$ cat config.mk
export PLATFORM = sky130hd
export DESIGN_NAME = seg_update_sched
export DESIGN_NICKNAME = d
export VERILOG_FILES = /design/src/rtl/seg_update_sched_pkg.sv /design/src/rtl/seg_update_sched.sv
export SDC_FILE = /design/constraint.sdc
export NUM_CORES = 1
export LEC_CHECK = 0
export BUFFER_PORTS_ARGS = -buffer_cell sky130_fd_sc_hd__clkbuf_2
export CAP_MARGIN = 25
export CELL_PAD_IN_SITES_DETAIL_PLACEMENT = 0
export CELL_PAD_IN_SITES_GLOBAL_PLACEMENT = 1
export CORE_UTILIZATION = 40
export DETAILED_ROUTE_END_ITERATION = 10
export GPL_TIMING_DRIVEN = 0
export PLACE_DENSITY_LB_ADDON = 0.1
export REMOVE_ABC_BUFFERS = 1
export SKIP_CTS_REPAIR_TIMING = 1
export SLEW_MARGIN = 40
export SYNTH_ARGS = -nofsm -noshare
export SYNTH_HDL_FRONTEND = slang
export SYNTH_SLANG_ARGS = --single-unit
export TNS_END_PERCENT = 50
$ cat constraint.sdc
create_clock -name clk -period 2.9 [get_ports clk]
set_clock_uncertainty 0.05 [all_clocks]
set_input_delay 0.58 -clock clk [delete_from_list [all_inputs] [get_ports clk]]
set_output_delay 0.58 -clock clk [all_outputs]
set_load 0.005 [all_outputs]
$ cat src/rtl/seg_update_sched_pkg.sv
// seg_update_sched_pkg: state encodings and field geometry shared by the display write scheduler
package seg_update_sched_pkg;
  localparam int FIELD_W = 8;
  localparam logic [1:0] S_IDLE      = 2'd0;
  localparam logic [1:0] S_WAIT_DONE = 2'd1;
  localparam logic [1:0] S_HOLDOFF   = 2'd2;
  function automatic int max_i(input int a, input int b);
    return a > b ? a : b;
  endfunction
endpackage

$ cat src/rtl/seg_update_sched.sv
// seg_update_sched: shadows per-requester display bytes and issues one paced, coalesced write at a time
module seg_update_sched
  import seg_update_sched_pkg::*;
#(
  parameter int NUM_SRC     = 3,
  parameter int HOLDOFF_CYC = 16,
  parameter int TIMEOUT_CYC = 1024
) (
  input  logic                         clk,
  input  logic                         rst_n,
  input  logic [NUM_SRC-1:0]           src_we,
  input  logic [FIELD_W*NUM_SRC-1:0]   src_data,
  input  logic                         force_refresh,
  input  logic                         seg_rdy,
  input  logic                         seg_done,
  output logic                         seg_wen,
  output logic [FIELD_W*NUM_SRC-1:0]   seg_data,
  output logic                         busy,
  output logic [NUM_SRC-1:0]           ovr_flags,
  output logic                         timeout_err,
  input  logic                         err_clr
);
  localparam int W = FIELD_W * NUM_SRC;
  localparam int CNT_W = $clog2(max_i(HOLDOFF_CYC, TIMEOUT_CYC) + 1);
  localparam logic [CNT_W-1:0] HOLD_LOAD = CNT_W'(HOLDOFF_CYC - 1);
  localparam logic [CNT_W-1:0] TMO_LAST  = CNT_W'(TIMEOUT_CYC - 1);
  logic [1:0]         state_q, state_d;
  logic [CNT_W-1:0]   cnt_q, cnt_d;
  logic [W-1:0]       shadow_q, shadow_d, data_q, data_d;
  logic [NUM_SRC-1:0] dirty_q, dirty_d, ovr_q, ovr_d;
  logic               wen_q, tmo_q, tmo_d, tmo_set, issue;
  for (genvar i = 0; i < NUM_SRC; i++) begin : g_field
    assign shadow_d[i*FIELD_W +: FIELD_W] = src_we[i] ? src_data[i*FIELD_W +: FIELD_W]
                                                      : shadow_q[i*FIELD_W +: FIELD_W];
  end
  // Issue snapshots the shadow including same-cycle writes, so those never count as overruns
  assign issue   = state_q == S_IDLE && seg_rdy && (|dirty_q || force_refresh || |src_we);
  assign dirty_d = issue ? '0 : dirty_q | src_we | {NUM_SRC{force_refresh}};
  assign ovr_d   = (err_clr ? '0 : ovr_q) | (src_we & dirty_q & {NUM_SRC{!issue}});
  assign tmo_d   = (err_clr ? 1'b0 : tmo_q) | tmo_set;
  assign data_d  = issue ? shadow_d : data_q;
  // One counter: counts up for the done timeout, then down for the holdoff gap
  always_comb begin
    state_d = state_q;
    cnt_d   = cnt_q;
    tmo_set = 1'b0;
    case (state_q)
      S_IDLE: begin
        state_d = issue ? S_WAIT_DONE : S_IDLE;
        cnt_d   = issue ? '0 : cnt_q;
      end
      S_WAIT_DONE: begin
        tmo_set = !seg_done && cnt_q == TMO_LAST;
        state_d = seg_done || tmo_set ? S_HOLDOFF : S_WAIT_DONE;
        cnt_d   = seg_done || tmo_set ? HOLD_LOAD : cnt_q + 1'b1;
      end
      S_HOLDOFF: begin
        state_d = cnt_q == '0 ? S_IDLE : S_HOLDOFF;
        cnt_d   = cnt_q == '0 ? '0 : cnt_q - 1'b1;
      end
      default: begin
        state_d = S_IDLE;
        cnt_d   = '0;
      end
    endcase
  end
  always_ff @(posedge clk) begin
    if (!rst_n) begin
      state_q  <= S_IDLE;
      cnt_q    <= '0;
      shadow_q <= '0;
      data_q   <= '0;
      dirty_q  <= '0;
      ovr_q    <= '0;
      wen_q    <= 1'b0;
      tmo_q    <= 1'b0;
    end else begin
      state_q  <= state_d;
      cnt_q    <= cnt_d;
      shadow_q <= shadow_d;
      data_q   <= data_d;
      dirty_q  <= dirty_d;
      ovr_q    <= ovr_d;
      wen_q    <= issue;
      tmo_q    <= tmo_d;
    end
  end
  assign seg_wen     = wen_q;
  assign seg_data    = data_q;
  assign busy        = state_q != S_IDLE;
  assign ovr_flags   = ovr_q;
  assign timeout_err = tmo_q;
endmodule

# == Word-level counts from Yosys, hierarchy flattened ==
# Cells that the tools add are included.
# totals
reg_bits,69
input_bits,33
output_inout_bits,30
# classes
add_sub_neg,2
n_eq_ne,4
muxes,14
bitwise_logic,7
n_reduce_logical,14
# op_table
op,n
2-to-1 mux 11 bit,3
one-hot mux 11 bit (3 select lines),1
2-to-1 mux 8 bit,3
adder 11 x 1 -> 11 bit (second input constant),1
equality test 11 x 10 -> 1 bit (second input constant),1
logical NOT 11 bit,1
subtractor 11 x 1 -> 11 bit (second input constant),1
bitwise OR 3 bit,3
bitwise AND 3 bit,2
one-hot mux 2 bit (3 select lines),1
OR reduction 3 bit,2
2-to-1 mux 2 bit,2
logical AND 1 bit,3
logical OR 1 bit,3
2-to-1 mux 1 bit,3
2-to-1 mux 3 bit,1
equality test 2 x 1 -> 1 bit (second input constant),1
equality test 2 bit (second input constant),1
logical NOT 1 bit,2
logical NOT 2 bit,1
!= test 2 bit (second input constant),1
nonzero test 2 bit,1
OR reduction 2 bit,1
NOT 1 bit,1
bitwise OR 1 bit,1

# == Logic depth before layout (Yosys ltp) ==
# Gate-level depths: netlist of the first run.
# depth
ltp_word,7
mapped_depth,8
ltp_nobuf,7

# == Worst setup path after synthesis of the first run ==
# Ideal clock, no wire load.
# synth_path
path_kind,flip-flop to flip-flop
from,register cnt_q[0]
to,register cnt_q[7]
arrival_time_ps,1927
required_ps,2708
path_slack_ps,781
stages_incl_launch_ff,8
path_buffers,0
path_cell_list,dfxtp_1 inv_1 ha_1 or4b_2 o31ai_4 nor2_1 o2111ai_1 o311ai_0
# synth_between
elab_chain_cells,5
elab_cells_between_ends,9
# synth_lines
item,line_no,text
start: declaration,seg_update_sched.sv:28,"logic [CNT_W-1:0] cnt_q, cnt_d;"
start signal: assignment,seg_update_sched.sv:79,cnt_q <= cnt_d;
"parallel branches: the longest is 4 deep, another holds subtractor 11 x 1 -> 11 bit",--,
one-hot mux 11 bit (3 select lines) *,seg_update_sched.sv:47,case (state_q)
# Every way passes the cells marked *.
# A chain may end at the register's enable or synchronous reset.

# == Final worst setup path of the first run ==
# Ends and elaborated chain as after synthesis.

==> results of run 1 <==
power by group through the flow:
stage	logic, mW	registers (mW)	clock network [mW]
4_1_cts	0.277	1.04	0.869
3_3_place_gp	0.264	1.06	0
2_1_floorplan	0.148	1.06	0
3_5_place_dp	0.276	1.06	0
6_report	0.272	1.04	0.844
5_1_grt	0.305	1.04	0.913
critical path, stage by stage, from the launching register on:
cell and delay, ns:
dfxtp_1 0.37, inv_1 0.11, ha_1 0.19, or4b_2 0.65, o31ai_4 0.47, nor2_1 0.10, o2111ai_1 0.20, o311ai_0 0.14
flip-flops by register name, summed over array words and instances (netlist names):
name	flops
seg_data	24
cnt_q	11
state_q	2
shadow_q	24
dirty_q	3
seg_wen	1
timeout_err	1
ovr_flags	3
cell usage in the layout, fill, tap and decap left out, drive strengths merged, types with 2 or more instances in the layout:
cell,Yosys,final
a32o,3,3
o311ai,2,2
or3,2,2
o211ai,2,2
a31oi,3,3
buf,7,2
inv,12,12
a211oi,25,25
ha,7,7
o21ai,8,8
clkinv,0,2
o2111ai,3,3
xnor2,2,2
nor2,66,66
nor3,9,9
clkinvlp,0,2
clkbuf,14,71
nor4b,2,2
nor4,4,4
nand3,8,8
and3,4,4
and2,2,2
or4,3,3
bufinv,0,2
a21oi,5,5
o31ai,2,2
nor2b,3,3
a32oi,4,4
o221ai,2,2
nand2b,3,3
mux2i,24,24
dfxtp,69,69
o22ai,3,3
nand2,17,17
per-stage QoR:
step	std cells	util	setup slack, ns
2_1_floorplan	312	-	0.684
3_3_place_gp	473	0.462	-0.209
3_5_place_dp	475	0.471	0.294
4_1_cts	490	0.501	0.455
5_1_grt	490	0.501	0.283
6_report	490	0.501	0.480
kinds of logic (layout without fill, tap and decap cells):
kind of cell,after synthesis,after routing,synth area share
simple gates,127,127,0.197
compound gates,71,71,0.181
flops,69,69,0.463
buf+inv,33,91,0.0432
mux,24,24,0.0805
fa+ha+maj,7,7,0.0293
xor+xnor,2,2,0.00587
layer usage:
layer	vias to the layer above	global-route usage
li1	1310	-
met1	1144	0.259
met2	64	0.298
met3	7	0.0541
met4	0	0.0865
met5	-	0
area by class of cell:
type	count	area share
Multi-Input combinational cell	231	0.412
Sequential cell	69	0.382
Clock inverter	6	0.0246
Clock buffer	9	0.0343
Inverter	12	0.0132
Tap cell	99	0.0343
Timing Repair Buffer	64	0.0990
worst max-delay path by stage:
stage | start | endpoint | depth (start not counted)
6_report | cnt_q[0]$_SDFFE_PN0P_ | cnt_q[7]$_SDFFE_PN0P_ | 7
3_3_place_gp | src_we[2] | seg_data[8]$_SDFFE_PN0N_ | 6
2_1_floorplan | src_we[1] | seg_data[0]$_SDFFE_PN0N_ | 5
3_5_place_dp | src_we[1] | cnt_q[10]$_SDFFE_PN0P_ | 6
5_1_grt | cnt_q[0]$_SDFFE_PN0P_ | cnt_q[7]$_SDFFE_PN0P_ | 7
4_1_cts | cnt_q[0]$_SDFFE_PN0P_ | cnt_q[7]$_SDFFE_PN0P_ | 7
==> results.txt, run 1 <==
The capture instance of the worst register-to-register path is cnt_q[7]$_SDFFE_PN0P_. Summing all placed instances gives a cell area of 3400 sq um. For hold timing, the worst endpoint is ovr_flags[1]$_SDFF_PN0_.

The wire length of the first global-routing pass is 11,600 um. Clock tree synthesis selected as its root buffer the cell clkbuf_8. Registers take between 1000 and 1500 sq um. The leakage component of the power came out at 1.50 nW.

Clock tree synthesis found a total of 69 sinks. The detailed-routed wire length on met2 is 3140 um. The kind of capture point of the worst setup path is a flop. Of the total power, the share spent switching nets is 0.255. For the worst setup path, the data required time is 3.04 ns. The number of setup violations in the final report came out at 0. The number of cell rows is 31. The total routing usage reported by global routing came out at 0.196. The number of clock buffers inserted by TritonCTS came out at 9.

By count the netlist is led by dfxtp_1 (69), nor2_1 (66), a211oi_1 (25). During placement, the flow inserted port buffers numbering 62. The post-synthesis cell type count came out at 48. The clock share of power came out at 0.392. For this run, the leading register cell type out of synthesis is dfxtp_1. Counting flops with a built-in enable in the synthesized netlist gives 0. The count of pins over their slew limit is 0. The combinational fraction of design power came out at 0.126. The proportion of power drawn by flip-flops and latches is 0.481. After technology mapping, the gate count stands at between 300 and 400. The post-CTS clock slew at the launch and capture registers of the worst setup and hold paths came out at 0.08 ns. The Yosys step of the flow raised 0 warnings. The setup path with the least slack is of type flop to flop. The netlist area before placement is 2990 sq um. The most common cell in the netlist is dfxtp_1.

The internal portion of total power is 1.60 mW. The total length of routed met3 wires is 405 um. The transition time at the pin with the least slew margin is around 0.83 ns. The final period utilization came out at 0.834. The setup TNS came out at 0 ns. The buffer levels on the longest clock path is 2. The final net count is ~430. The routed wirelength normalized by instance count is 14.3 um.

The area taken by multi-input logic gates came out at between 1000 and 1500 sq um. The number of DRC violations after detailed-routing iteration 0 came out at 110. The total power per unit cell area is slightly below 600 nW/um^2.

The vertical die dimension came out at 88.4 um. Summed over all layers, the routed wires come to ~7000 um. The share of the synthesized area in the top cell type came out at 0.463. The normalized max-slew margin came out at 0.446. The floorplan core area is between 7000 and 8000 sq um.

The area overhead of the layout relative to synthesis is 21.0%. For the worst-skew pair, the clock arrives at the later sink with an insertion delay of between 0.3 and 0.4 ns. The die is between 80 and 90 um wide.

The number of antenna violations at the first check in global routing is 0. The number of hold violations in the final report was 0. The worst IR drop on VDD is 0.400 mV.

The class of the tightest hold or removal check is flop to flop. The count of antenna-violating nets left after detailed routing came out at 0. The overall die area is 7810 sq um.

The top achievable clock speed came out at 413 MHz. The leftover overflow at the end of global routing is 0. The residual DRC count is 0.

The largest area contributor in the netlist is dfxtp_1. The worst setup path is launched from a flop. The startpoint identified for the worst register-to-register timing path is cnt_q[0]$_SDFFE_PN0P_. The flow ran to the end, and the final reports show no timing, DRC or antenna violations. The HPWL after detailed placement is 4860 um.

The path depth of the worst reg2reg path is 7. The worst hold path was traced through 2 stages. In this run the most critical hold path is launched from ovr_flags[1]$_SDFF_PN0_.

The initial utilization of the core area, before any placement, comes to 0.414. The layout has 743 filler cells. The internal reg-to-reg setup slack is 0.48 ns. The number of inserted diodes is 0. In the final layout, the share of cells above drive strength 1 is 0.228. 63 I/O pins were placed. After synthesis, the mean cell area works out to 8.97 sq um. The post-layout total power is 2.15 mW. Dividing the detail-routed via count by the number of cells gives ~5.

The clock tree synthesis step divided the H-tree into 3 levels. The register area share after synthesis is 0.463. Routed signal wires occupy layers up through met4. In this run the worst path has a maximum fanout of 10. In this run, synthesis produced a sequential element count of a little under 70. The wire length on met1 is 3370 um. The total via count in the routed design is around 2,500.

Summed over all nets, the switching power comes to 0.548 mW. Of all flip-flops after synthesis, the portion carrying an async set or reset was 0. The congestion estimate from routability-driven global placement came to 0.815. By area the synthesized netlist is led by dfxtp_1 (46%), nor2_1 (8.3%), mux2i_1 (8.0%). The number of detailed-route iterations in the first pass came out at 4. At the worst endpoint, the arrival time is 2.56 ns. The smallest hold slack came out at 0.438 ns. The final non-filler cell area is 3610 sq um. The max-capacitance violation count came out at 0. Setup repair after global routing left no endpoint under its margin.

TritonCTS built the clock tree. The via count of the first global-routing pass was around 2,400. The worst path in the final design needs a cycle of 2.42 ns, including I/O delays and setup. Entering global routing, the biggest net connects 54 pins.
Power figures use the tool's default switching activity.
==> run 2: changes to the inputs <==
Settings changed: ABC_AREA set to 1, CORE_UTILIZATION 40 to 41.
Clock period 2.9 ns to 2.28 ns, I/O delays scaled along.
==> run 2 against run 1 <==
  * Critical path depth fell by 3
  * Final area rose by 8.2%
  * Clock power rose by 41%
  * Final cell count rose by 12%
  * Worst setup slack got worse by 0.32 ns
  * Die area rose by 10%
  * Routed wire length rose by 6.0%
  * Core utilization fell by 0.26 points
  * Critical path type unchanged
  * Worst hold slack got worse by 0.098 ns
  * Critical endpoint is now seg_data[0]$_SDFFE_PN0N_
  * Register-to-register slack got worse by 0.32 ns
==> results.txt, run 2 <==
The final RePlAce weighted congestion came out at 0.817. The number of buffers added on ports came out at between 60 and 70. The via count of the first global-routing pass is 2,451. The number of instances in the synthesized netlist came out at 387.

At the pin with the least slew margin, the transition time is 0.756 ns. The number of hold violations in the final report is 0. The routed wirelength normalized by instance count is about 14 um. The minimum period implied by the final worst setup slack came out at between 2 and 2.5 ns.

After legalization and detailed placement, the total HPWL measured 4800 um. The normalized max-slew margin is 0.496. The pre-antenna-repair detailed-routing pass consisted of 4 iterations. The total power per unit cell area came out at 720 nW/um^2. The TritonCTS sink count is 69. Among all cell types in the netlist, the one instantiated most often is nand2_1. By count the netlist is led by nand2_1 (82), dfxtp_1 (69), nor2_1 (39). Leaving out fill and tap cells, the most frequent cells in the layout are nand2_1 (82), dfxtp_1 (69), clkbuf_2 (62), nor2_1 (39). The via density per instance is between 4 and 5. The number of flops mapped to enable cells by yosys is 0.

The number of warnings reported in the yosys synthesis log is 0. The top achievable clock speed is 472 MHz. Entering global routing, the biggest net connects 63 pins.

The kind of start point of the critical path is a flop. After synthesis, the share of flip-flops with an asynchronous set or reset is 0. The run finished with clean final reports. The worst endpoint required time is 2.47 ns. The total overflow left after global routing is 0. The fill cell instance count of the final layout came out at 810. The number of inserted diodes is 0.

The netlist area before placement is approximately 3400 sq um. The number of synthesized register bits came out at 69. The vertical die dimension came out at 92.8 um.

The kind of capture point of the worst setup path is a flop. The largest area contributor in the netlist is dfxtp_1. Summed over all cells, the static leakage comes to 1.74 nW.

The number of I/O pins came out at 63. The post-CTS clock slew at the launch and capture registers of the worst setup and hold paths is roughly 0.08 ns. CTS placed an instance of clkbuf_8 at the clock tree root. In this run the worst hold path is classified as input pin to flop. After detailed routing, the number of remaining DRC violations is 0. The final period utilization came out at 0.929. The share of post-route cells with drive strength above 1 is 0.306. At the end of the flow, the number of nets in the layout was between 400 and 500.

The x dimension of the die is slightly above 90 um. From synthesis to final layout, the design area changed by 15.6%. By area the synthesized netlist is led by dfxtp_1 (41%), nand2_1 (9.1%), o31ai_2 (8.9%). The share of the synthesized area in the top cell type came out at 0.408. The count of pins over their slew limit is 0. The post-layout total power is around 2.8 mW. The maximum fanout along the worst path is 19. The count of antenna-violating nets left after detailed routing is 0. Across the VDD grid, the largest voltage drop is 0.420 mV.

The number of clock buffers inserted by TritonCTS is 9. The number of setup violations in the final report is 0. The total length of routed wires is 7430 um. The most common cell after layout, fill and taps aside is nand2_1.

Of the synthesized area, sequential elements account for 0.408. The setup TNS came out at 0 ns. The total routing usage reported by global routing is 0.176. The number of antenna violations at the first check in global routing came to 0. The number of cell rows came out at 32. The clock insertion delay at the later pin of the skew report came out at ~0.34 ns. The max-capacitance violation count came out at 0.

In the synthesized netlist the dominant register cell turns out to be dfxtp_1. The floorplan core area is 7850 sq um. The overall die area is 8620 sq um. The data arrival time of the critical path came out at between 2 and 2.5 ns. The number of different library cells used by synthesis comes to 32.

The total via count in the routed design is ~2,700. The worst setup path is of the flop to flop kind. The longest clock path from root to sink contains 2 buffers.

TritonCTS built the clock tree. The H-tree was split into 3 levels. The number of DRC violations after detailed-routing iteration 0 came out at 161. A synthesized cell averages 8.74 sq um. The initial cell density of the core is 0.431.

The first global-routing pass estimated 11,700 um of wire.
run 2: cell count changes in the layout (fill, tap and decap cells not counted), sizes merged, moves of 13 or more:
cell,previous run,this run
a211oi,25,0
o31ai,2,24
nand2,17,86
nor2,66,50
a21oi,5,18
nand3,8,32
inv,12,29
run 2: layer usage:
| layer | up-vias | global-route usage | share of wire |
|---|---|---|---|
| li1 | 1391 | - | - |
| met3 | 10 | 0.0435 | 0.052 |
| met5 | - | 0 | 0 |
| met4 | 0 | 0.0808 | 0.018 |
| met2 | 76 | 0.273 | 0.44 |
| met1 | 1230 | 0.229 | 0.49 |
run 2: kinds of logic after synthesis:
| logic type | synth area share |
|---|---|
| flops | 0.408 |
| xor+xnor | 0.0259 |
| fa+ha+maj | 0.0259 |
| compound gates | 0.140 |
| buf+inv | 0.0839 |
| simple gates | 0.245 |
| mux | 0.0710 |
run 2: through the flow:
step	instance area [sq um]	hold WS, ns	setup slack, ns	util	instances
floorplan	3200	0.410	0.131	-	366
global placement	3640	0.397	-0.738	0.464	530
detailed placement	3640	0.400	-0.719	0.464	530
CTS	3880	0.325	-0.737	0.494	545
global route	3910	0.350	-0.0138	0.498	547
finish	3910	0.339	0.161	0.498	547
run 2: critical path, cell delays in order, from the launching register on:
cell,delay (ns)
dfxtp_1,0.33
inv_1,0.09
ha_2,0.50
nand3_2,0.64
o31ai_2,0.40
run 2: path summary, 6_finish.rpt:
path	endpoint	slack (ns)	from	depth (start not counted)
max	seg_data[0]$_SDFFE_PN0N_	0.16	state_q[1]$_SDFF_PN0_	4
min	shadow_q[14]$_SDFF_PN0_	0.34	src_data[14]	3
max reg2reg	seg_data[0]$_SDFFE_PN0N_	0.16	state_q[1]$_SDFF_PN0_	4
min reg2reg	seg_data[3]$_SDFFE_PN0N_	0.42	seg_data[3]$_SDFFE_PN0N_	2
run 2: final cells by class:
class,count,area (sq um),area share
clock buffer,9,124,0.0317
tap,102,128,0.0326
clock inverter,6,111,0.0285
sequential,69,1380,0.353
timing repair buffer,62,310,0.0794
multi-input combinational,271,1750,0.447
inverter,28,108,0.0275
run 2: report_power, final:
group	leakage [nW]	internal, mW	switching [mW]	total, mW
clock	0.116	0.722	0.470	1.19
combinational	1.06	0.120	0.207	0.326
sequential	0.565	1.27	0.0287	1.30
total	1.74	2.11	0.705	2.81
